[src/rtl/tagged_req_issue.sv]
// Tag consumer behind id_tracker: binds upstream requests to free tags, issues them to memory,
// and matches out-of-order tagged responses back to their stored request metadata.

module tagged_req_entry #(
    parameter int ADDR_WIDTH = 32,
    parameter int ID_WIDTH   = 4
) (
    input  logic                  CLK,
    input  logic                  nRST,
    input  logic                  set,
    input  logic                  clr,
    input  logic [ID_WIDTH-1:0]   set_id,
    input  logic [ADDR_WIDTH-1:0] set_addr,
    output logic                  pending,
    output logic [ID_WIDTH-1:0]   id,
    output logic [ADDR_WIDTH-1:0] addr
);

    // Set beats clear so a tag retired and immediately re-offered stays pending.
    always_ff @(posedge CLK or negedge nRST) begin
        if (!nRST)
            pending <= 1'b0;
        else if (set)
            pending <= 1'b1;
        else if (clr)
            pending <= 1'b0;
    end

    // Metadata is meaningless until pending is set, so it carries no reset.
    always_ff @(posedge CLK) begin
        if (set) begin
            id   <= set_id;
            addr <= set_addr;
        end
    end

endmodule

module tagged_req_issue #(
    parameter int TAG_COUNT  = 4,
    parameter int TAG_WIDTH  = $clog2(TAG_COUNT),
    parameter int ADDR_WIDTH = 32,
    parameter int ID_WIDTH   = 4,
    parameter int DATA_WIDTH = 32
) (
    input  logic                  CLK,
    input  logic                  nRST,
    input  logic                  req_valid,
    output logic                  req_ready,
    input  logic [ADDR_WIDTH-1:0] req_addr,
    input  logic [ID_WIDTH-1:0]   req_id,
    output logic                  new_tag_consume,
    input  logic                  new_tag_ready,
    input  logic [TAG_WIDTH-1:0]  new_tag,
    output logic                  mem_req_valid,
    input  logic                  mem_req_ready,
    output logic [ADDR_WIDTH-1:0] mem_req_addr,
    output logic [TAG_WIDTH-1:0]  mem_req_tag,
    input  logic                  mem_resp_valid,
    output logic                  mem_resp_ready,
    input  logic [TAG_WIDTH-1:0]  mem_resp_tag,
    input  logic [DATA_WIDTH-1:0] mem_resp_data,
    output logic                  resp_valid,
    input  logic                  resp_ready,
    output logic [ID_WIDTH-1:0]   resp_id,
    output logic [ADDR_WIDTH-1:0] resp_addr,
    output logic [DATA_WIDTH-1:0] resp_data,
    output logic                  old_tag_done,
    output logic [TAG_WIDTH-1:0]  old_tag,
    output logic [TAG_WIDTH:0]    outstanding_count,
    output logic                  spurious_resp
);

    logic                  accept;
    logic                  capture;
    logic                  hit;
    logic                  retire;
    logic [TAG_WIDTH-1:0]  resp_tag_r;
    logic [TAG_COUNT-1:0]  pending;
    logic [ID_WIDTH-1:0]   ent_id   [TAG_COUNT];
    logic [ADDR_WIDTH-1:0] ent_addr [TAG_COUNT];

    assign req_ready       = new_tag_ready & (~mem_req_valid | mem_req_ready);
    assign accept          = req_valid & req_ready;
    assign new_tag_consume = accept;

    assign mem_resp_ready  = ~resp_valid | resp_ready;
    assign capture         = mem_resp_valid & mem_resp_ready;
    assign hit             = capture & pending[mem_resp_tag];

    assign retire          = resp_valid & resp_ready;
    assign old_tag_done    = retire;
    assign old_tag         = resp_tag_r;

    genvar g;
    generate
        for (g = 0; g < TAG_COUNT; g++) begin : g_ent
            tagged_req_entry #(
                .ADDR_WIDTH (ADDR_WIDTH),
                .ID_WIDTH   (ID_WIDTH)
            ) u_ent (
                .CLK      (CLK),
                .nRST     (nRST),
                .set      (accept && (new_tag == TAG_WIDTH'(g))),
                .clr      (retire && (resp_tag_r == TAG_WIDTH'(g))),
                .set_id   (req_id),
                .set_addr (req_addr),
                .pending  (pending[g]),
                .id       (ent_id[g]),
                .addr     (ent_addr[g])
            );
        end
    endgenerate

    // Count is derived from the pending vector so it can never drift past TAG_COUNT.
    always_comb begin
        outstanding_count = '0;
        for (int i = 0; i < TAG_COUNT; i++)
            outstanding_count = outstanding_count + {{TAG_WIDTH{1'b0}}, pending[i]};
    end

    always_ff @(posedge CLK or negedge nRST) begin
        if (!nRST) begin
            mem_req_valid <= 1'b0;
            mem_req_addr  <= '0;
            mem_req_tag   <= '0;
        end else if (accept) begin
            mem_req_valid <= 1'b1;
            mem_req_addr  <= req_addr;
            mem_req_tag   <= new_tag;
        end else if (mem_req_ready) begin
            mem_req_valid <= 1'b0;
        end
    end

    always_ff @(posedge CLK or negedge nRST) begin
        if (!nRST) begin
            resp_valid    <= 1'b0;
            resp_id       <= '0;
            resp_addr     <= '0;
            resp_data     <= '0;
            resp_tag_r    <= '0;
            spurious_resp <= 1'b0;
        end else begin
            spurious_resp <= capture & ~hit;
            if (hit) begin
                resp_valid <= 1'b1;
                resp_id    <= ent_id[mem_resp_tag];
                resp_addr  <= ent_addr[mem_resp_tag];
                resp_data  <= mem_resp_data;
                resp_tag_r <= mem_resp_tag;
            end else if (resp_ready) begin
                resp_valid <= 1'b0;
            end
        end
    end

`ifndef SYNTHESIS
    // A tag handed out while still pending means id_tracker lost track of it.
    always_ff @(posedge CLK) begin
        if (nRST && accept)
            assert (!pending[new_tag])
            else $error("tagged_req_issue: tag %0d accepted while pending", new_tag);
    end
`endif

endmodule

[config.mk]
export PLATFORM = sky130hd
export DESIGN_NAME = tagged_req_issue
export DESIGN_NICKNAME = d
export VERILOG_FILES = /design/src/rtl/tagged_req_issue.sv
export SDC_FILE = /design/constraint.sdc
export NUM_CORES = 1
export LEC_CHECK = 0
export ABC_AREA = 1
export CAP_MARGIN = 15
export CELL_PAD_IN_SITES_DETAIL_PLACEMENT = 1
export CELL_PAD_IN_SITES_GLOBAL_PLACEMENT = 2
export CORE_ASPECT_RATIO = 0.6
export CORE_MARGIN = 4
export CORE_UTILIZATION = 32
export DETAILED_ROUTE_END_ITERATION = 16
export PLACE_DENSITY_LB_ADDON = 0.1
export SYNTH_ARGS = -nofsm -noshare
export SYNTH_HDL_FRONTEND = slang
export SYNTH_HIERARCHICAL = 1
export SYNTH_SLANG_ARGS = --single-unit
[constraint.sdc]
create_clock -name CLK -period 4.82 [get_ports CLK]
set_clock_uncertainty 0.1 [all_clocks]
set_input_delay 0.723 -clock CLK [delete_from_list [all_inputs] [get_ports CLK]]
set_output_delay 0.723 -clock CLK [all_outputs]
set_load 0.1 [all_outputs]
Word-level counts from Yosys, hierarchy flattened
Cells that the tools add are included.
{ "classes": {"n_addsub": 3, "magnitude_cmp": 2, "eq_ne": 6, "muxes": 20, "n_bitwise": 12, "n_reduce_logical": 16} }
{ "ops": {"columns": ["operator", "n"], "rows": [
  ["binary-select mux 32 bit (select 2 bit)", 1],
  ["2-to-1 mux 32 bit", 2],
  ["2-to-1 mux 1 bit", 13],
  ["nonzero test 2 bit", 6],
  ["binary-select mux 4 bit (select 2 bit)", 1],
  ["equality test 2 bit, second input constant", 4],
  ["logical AND 1 bit", 8],
  ["2-to-1 mux 4 bit", 2],
  ["AND 1 bit", 6],
  ["equality test 2 x 1 -> 1 bit, second input constant", 2],
  ["zero test 2 bit", 2],
  ["adder 2 x 1 -> 3 bit", 1],
  ["adder 3 x 1 -> 3 bit", 1],
  ["greater-or-equal comparator 3 bit, second input constant", 1],
  ["less-than comparator 2 x 3 -> 1 bit, second input constant", 1],
  ["NOT 1 bit", 3],
  ["NOT 2 -> 3 bit", 1],
  ["adder 1 x 1 -> 2 bit", 1],
  ["binary-select mux 1 bit (select 2 bit)", 1],
  ["bitwise OR 1 bit", 2]
]} }
{ "totals": {"reg_bits": 255, "in_bits": 79, "output_inout_bits": 114, "word_cells": 80} }

Logic depth before layout (Yosys ltp)
{ "logic_depth": {"ltp_word": 6, "mapped_depth": 9, "ltp_nobuf": 9} }

Hierarchy
Netlist, hierarchy kept.
{ "by_module_without_submodules": {"columns": ["mod", "instances", "cells_each", "area_each_um2"], "rows": [
  ["tagged_req_issue", 1, 915, 6020.8],
  ["tagged_req_entry", 4, 41, 1121.1]
]} }

Least setup slack after synthesis
Ideal clock, no wire load.
{ "synth_path": {"path_kind": "register to register", "from": "register mem_req_valid", "to": "register g_ent[0].u_ent.addr[0], enable pin", "t_arrival_ns": 4.768, "slack_ns": -0.524, "path_stages_with_launch": 7, "n_path_buf": 2, "cell_sequence": "dfrtp_1 > nand2_1 > and2_1 > nand2_1 > buf_2 > buf_2 > nor3_1"} }
{ "synth_via": {"elab_chain_len": 5} }
{ "synth_rtl": {"columns": ["item", "line_no", "text"], "rows": [
  ["start: declaration", "55", "output logic mem_req_valid,"],
  ["start signal: assignment", "124", "mem_req_valid <= 1'b0;"],
  ["start signal: assignment", "128", "mem_req_valid <= 1'b1;"],
  ["start signal: assignment", "132", "mem_req_valid <= 1'b0;"],
  ["NOT 1 bit", "83", "assign req_ready = new_tag_ready & (~mem_req_valid | mem_req_ready);"],
  ["bitwise OR 1 bit", "83", null],
  ["AND 1 bit", "83", null],
  ["named net req_ready", "49", "output logic req_ready,"],
  ["AND 1 bit", "84", "assign accept = req_valid & req_ready;"],
  ["logical AND 1 bit", "104", ".set (accept && (new_tag == TAG_WIDTH'(g))),"],
  ["end signal: assignment", "33", "addr <= set_addr;"],
  ["end: declaration", "16", "output logic [ADDR_WIDTH-1:0] addr"]
]} }
The timed path passes the listed nets, and every way through them passes these cells.
A chain may end at the register's enable or synchronous reset.

Worst setup path in the final report
{ "layout_path": {"from": "register g_ent[0].u_ent.pending", "to": "output port outstanding_count[1]"} }
{ "layout_via": {"elab_chain_len": 3} }
{ "layout_rtl": {"columns": ["item", "line_no", "text"], "rows": [
  ["start: declaration", "14", "output logic pending,"],
  ["start signal: assignment", "22", "pending <= 1'b0;"],
  ["start signal: assignment", "24", "pending <= 1'b1;"],
  ["start signal: assignment", "26", "pending <= 1'b0;"],
  ["adder 1 x 1 -> 2 bit", "119", "outstanding_count = outstanding_count + {{TAG_WIDTH{1'b0}}, pending[i]};"],
  ["adder 2 x 1 -> 3 bit", "119", null],
  ["adder 3 x 1 -> 3 bit", "119", null],
  ["end: declaration", "70", "output logic [TAG_WIDTH:0] outstanding_count,"]
]} }
No other way between the ends.

==> impl_metrics.json <==
{
  "via_count": 7637,
  "drive_above_1_share": 0.05156,
  "design_area_um2": 13660,
  "power_mw": 8.976,
  "nets": 1342,
  "reg2reg_depth": 7,
  "power.leakage_nw": 6.369,
  "dr.pass1.iters": 4,
  "fin_crit_sh": 0.8165,
  "die_x_um": 241.9,
  "p_switching_mw": 4.392,
  "synth_warnings": 6,
  "cts_resized": 0,
  "maxSlewViolCount": 0,
  "cts_buffer_depth": 3,
  "dpl_cell_area_um2": 12870,
  "rsz0062_at_grt": "no",
  "startpoint_type": "register",
  "syn2layout_area_growth_pct": 29.99,
  "die_area_um2": 35890,
  "port_buffers": 192,
  "fmax_mhz": 254.1,
  "power_switching_share": 0.4893,
  "finalSetupViolCount": 0,
  "status": "finished clean",
  "cts.clk_slew.worst_paths_ns": 0.06,
  "hold_viol": 0,
  "std_cell_rows": 51,
  "antenna_found_initial": 0,
  "seq_area_frac_synth": 0.6760,
  "root_buffer": "clkbuf_16",
  "seqPwrFrac": 0.319,
  "tightestPinTransition_ns": 1.070,
  "avgRoutedWirePerCell_um": 17.08,
  "diodes": 0,
  "cts.sinks": 255,
  "fillCellCount": 3632,
  "crit_path_end_kind": "primary output",
  "yosysTopAreaCell": "edfxtp_1",
  "syn_area_um2": 10510,
  "synth.mux.area_fraction": 0,
  "clkLatencyLatePin_ns": 0.53,
  "dp_hpwl_um": 17960,
  "cts-htree-levels": 1,
  "holdCritPathClass": "input pin to asynchronous set/reset pin",
  "synth_nets": 1161,
  "endpoint": "outstanding_count[1]",
  "grt_max_degree": 79,
  "grt_pass1_wl_um": 46890,
  "fin_crit_ns": 3.936,
  "synthXorXnorAreaFrac": 0,
  "post-route-drc-count": 0,
  "pwr-share-clk": 0.211,
  "ant_nets": 0,
  "cap_viol_max_count": 0,
  "grt_pass1_vias": 8232,
  "r2r_slack_ns": 2.23,
  "synth_area_leaders": "edfxtp_1 (41%), dfrtp_1 (26%), nand2_1 (16%)",
  "yosys_register_bits": 255,
  "ios": 193,
  "synth_top_area_frac": 0.4116,
  "r2r-end": "g_ent[1].u_ent/addr[16]",
  "vdd_drop_max_mv": 0.3569,
  "synth_top_family_by_area": "simple AND/OR/NAND/NOR gates",
  "crit_fanout": 3,
  "timing.rr.start": "mem_req_valid",
  "grt_overflow": 0,
  "intPower_mw": 4.584,
  "worstSetupStartpoint": "g_ent[0].u_ent/pending",
  "tns_ns": 0,
  "synth_compound_area_frac": 0.0007146,
  "die_h_um": 148.3,
  "synth_adder_area_share": 0.004288,
  "finalWirelength_um": 29110,
  "crit_type": "register to primary output",
  "cts_buffers": 26,
  "cts_hold_buffers": 0,
  "cts_tree": "built",
  "yosysUniqueCellTypes": 20,
  "post-route-util": 0.4213,
  "synth_simple_gate_area_frac": 0.2336,
  "slew_headroom": 0.2846,
  "syn_inst": 1079,
  "grt_util_all_layers": 0.1637,
  "drtIter0Drc": 262,
  "avgSynthCellArea_um2": 9.736,
  "core_region_area_um2": 32420,
  "combPwrFrac": 0.470,
  "pwr_density_cell_nw_per_um2": 657.3,
  "arrival_ns": 3.11,
  "initial_core_util": 0.3241,
  "avgViaCountPerCell": 4.482,
  "cts_setup_buffers": 0,
  "worstPathRequired_ns": 4.00,
  "globalplace.congestion": 0.7102
}
registers in the layout (all words and copies together) (netlist names), 2 cells and up:
signal / count
g_ent.u_ent/addr: 128
g_ent.u_ent/id: 16
g_ent.u_ent/pending: 4
mem_req_addr: 32
mem_req_tag: 2
old_tag: 2
resp_addr: 32
resp_data: 32
resp_id: 4
critical path: stages, from the launching register on:
cell,delay (ns)
dfrtp_1,0.37
inv_1,0.07
fa_1,0.54
inv_1,0.05
ha_1,0.17
ha_1,0.27
clkdlybuf4s50_1,1.12
layout by cell type, fill, tap and decap left out, types with 2 or more instances in the layout:
cell             Yosys  final
ha_1                 2      2
inv_4                0      2
nand3_1            144    144
dfrtp_1            111    111
clkdlybuf4s50_1      0    188
nor2_4               0      3
nor3_1               5      4
clkbuf_1             9     10
inv_2                1      2
inv_1              164    163
buf_12               0      2
buf_4                7     14
edfxtp_1           144    144
clkbuf_8             0      2
clkinv_2             0      6
nand2_1            445    444
clkbuf_16            0     27
kinds of logic after synthesis:
logic type / after synthesis
flops: 255
buf+inv: 219
simple gates: 601
fa+ha+maj: 3
compound gates: 1
final cells by class:
cell class                      count  area, µm²  share of cell area
Sequential cell                   255       7102              0.5201
Clock buffer                       39      740.7             0.05424
Timing Repair Buffer              206       2043              0.1496
Inverter                          166      624.3             0.04572
Clock inverter                      9      48.80            0.003573
Tap cell                          424      530.5             0.03885
Multi-Input combinational cell    605       2566              0.1879
Yosys cell counts, drive strengths merged:
library cell    n
a21boi          1
and2            1
buf            44
clkbuf          9
clkinv          1
dfrtp         111
edfxtp        144
fa              1
ha              2
inv           165
nand2         446
nand3         145
nor2            4
nor3            5
through the flow:
stage,worst slack (ns),hold slack (ns),cells
global placement,1.423,0.3635,1656
floorplan,0.4839,0.3274,1079
global route,0.7568,0.1994,1704
finish,0.8842,0.1485,1704
detailed placement,1.407,0.3652,1656
CTS,0.8320,0.1562,1704
power groups by stage:
stage               clock (mW)  sequential (mW)  combinational, mW
floorplan                    0             5.18              0.898
global placement             0             2.90               4.25
detailed placement           0             2.91               4.26
CTS                       1.97             2.87               4.27
global route              2.07             2.92               4.40
finish                    1.89             2.87               4.22
how the worst min path moves through the flow:
stage / slack (ns) / start / cells past startpoint / endpoint
after floorplan: 0.33 / nRST / 0 / g_ent[0].u_ent/pending
after global placement: 0.36 / resp_data[7] / 2 / resp_data[7]
after detailed placement: 0.37 / resp_addr[14] / 2 / resp_addr[14]
after CTS: 0.16 / nRST / 1 / resp_addr[8]
after global routing: 0.20 / nRST / 1 / resp_addr[8]
final: 0.15 / nRST / 1 / resp_addr[8]
metal layers:
| layer | global-route usage | vias up | part of all wire |
|---|---|---|---|
| met5 | 0 | - | 0 |
| met4 | 0.03044 | 0 | 0.017 |
| met3 | 0.02883 | 33 | 0.030 |
| met2 | 0.2718 | 105 | 0.47 |
| met1 | 0.2296 | 3780 | 0.48 |
| li1 | - | 3719 | - |
(Power assumes the default switching activity.)
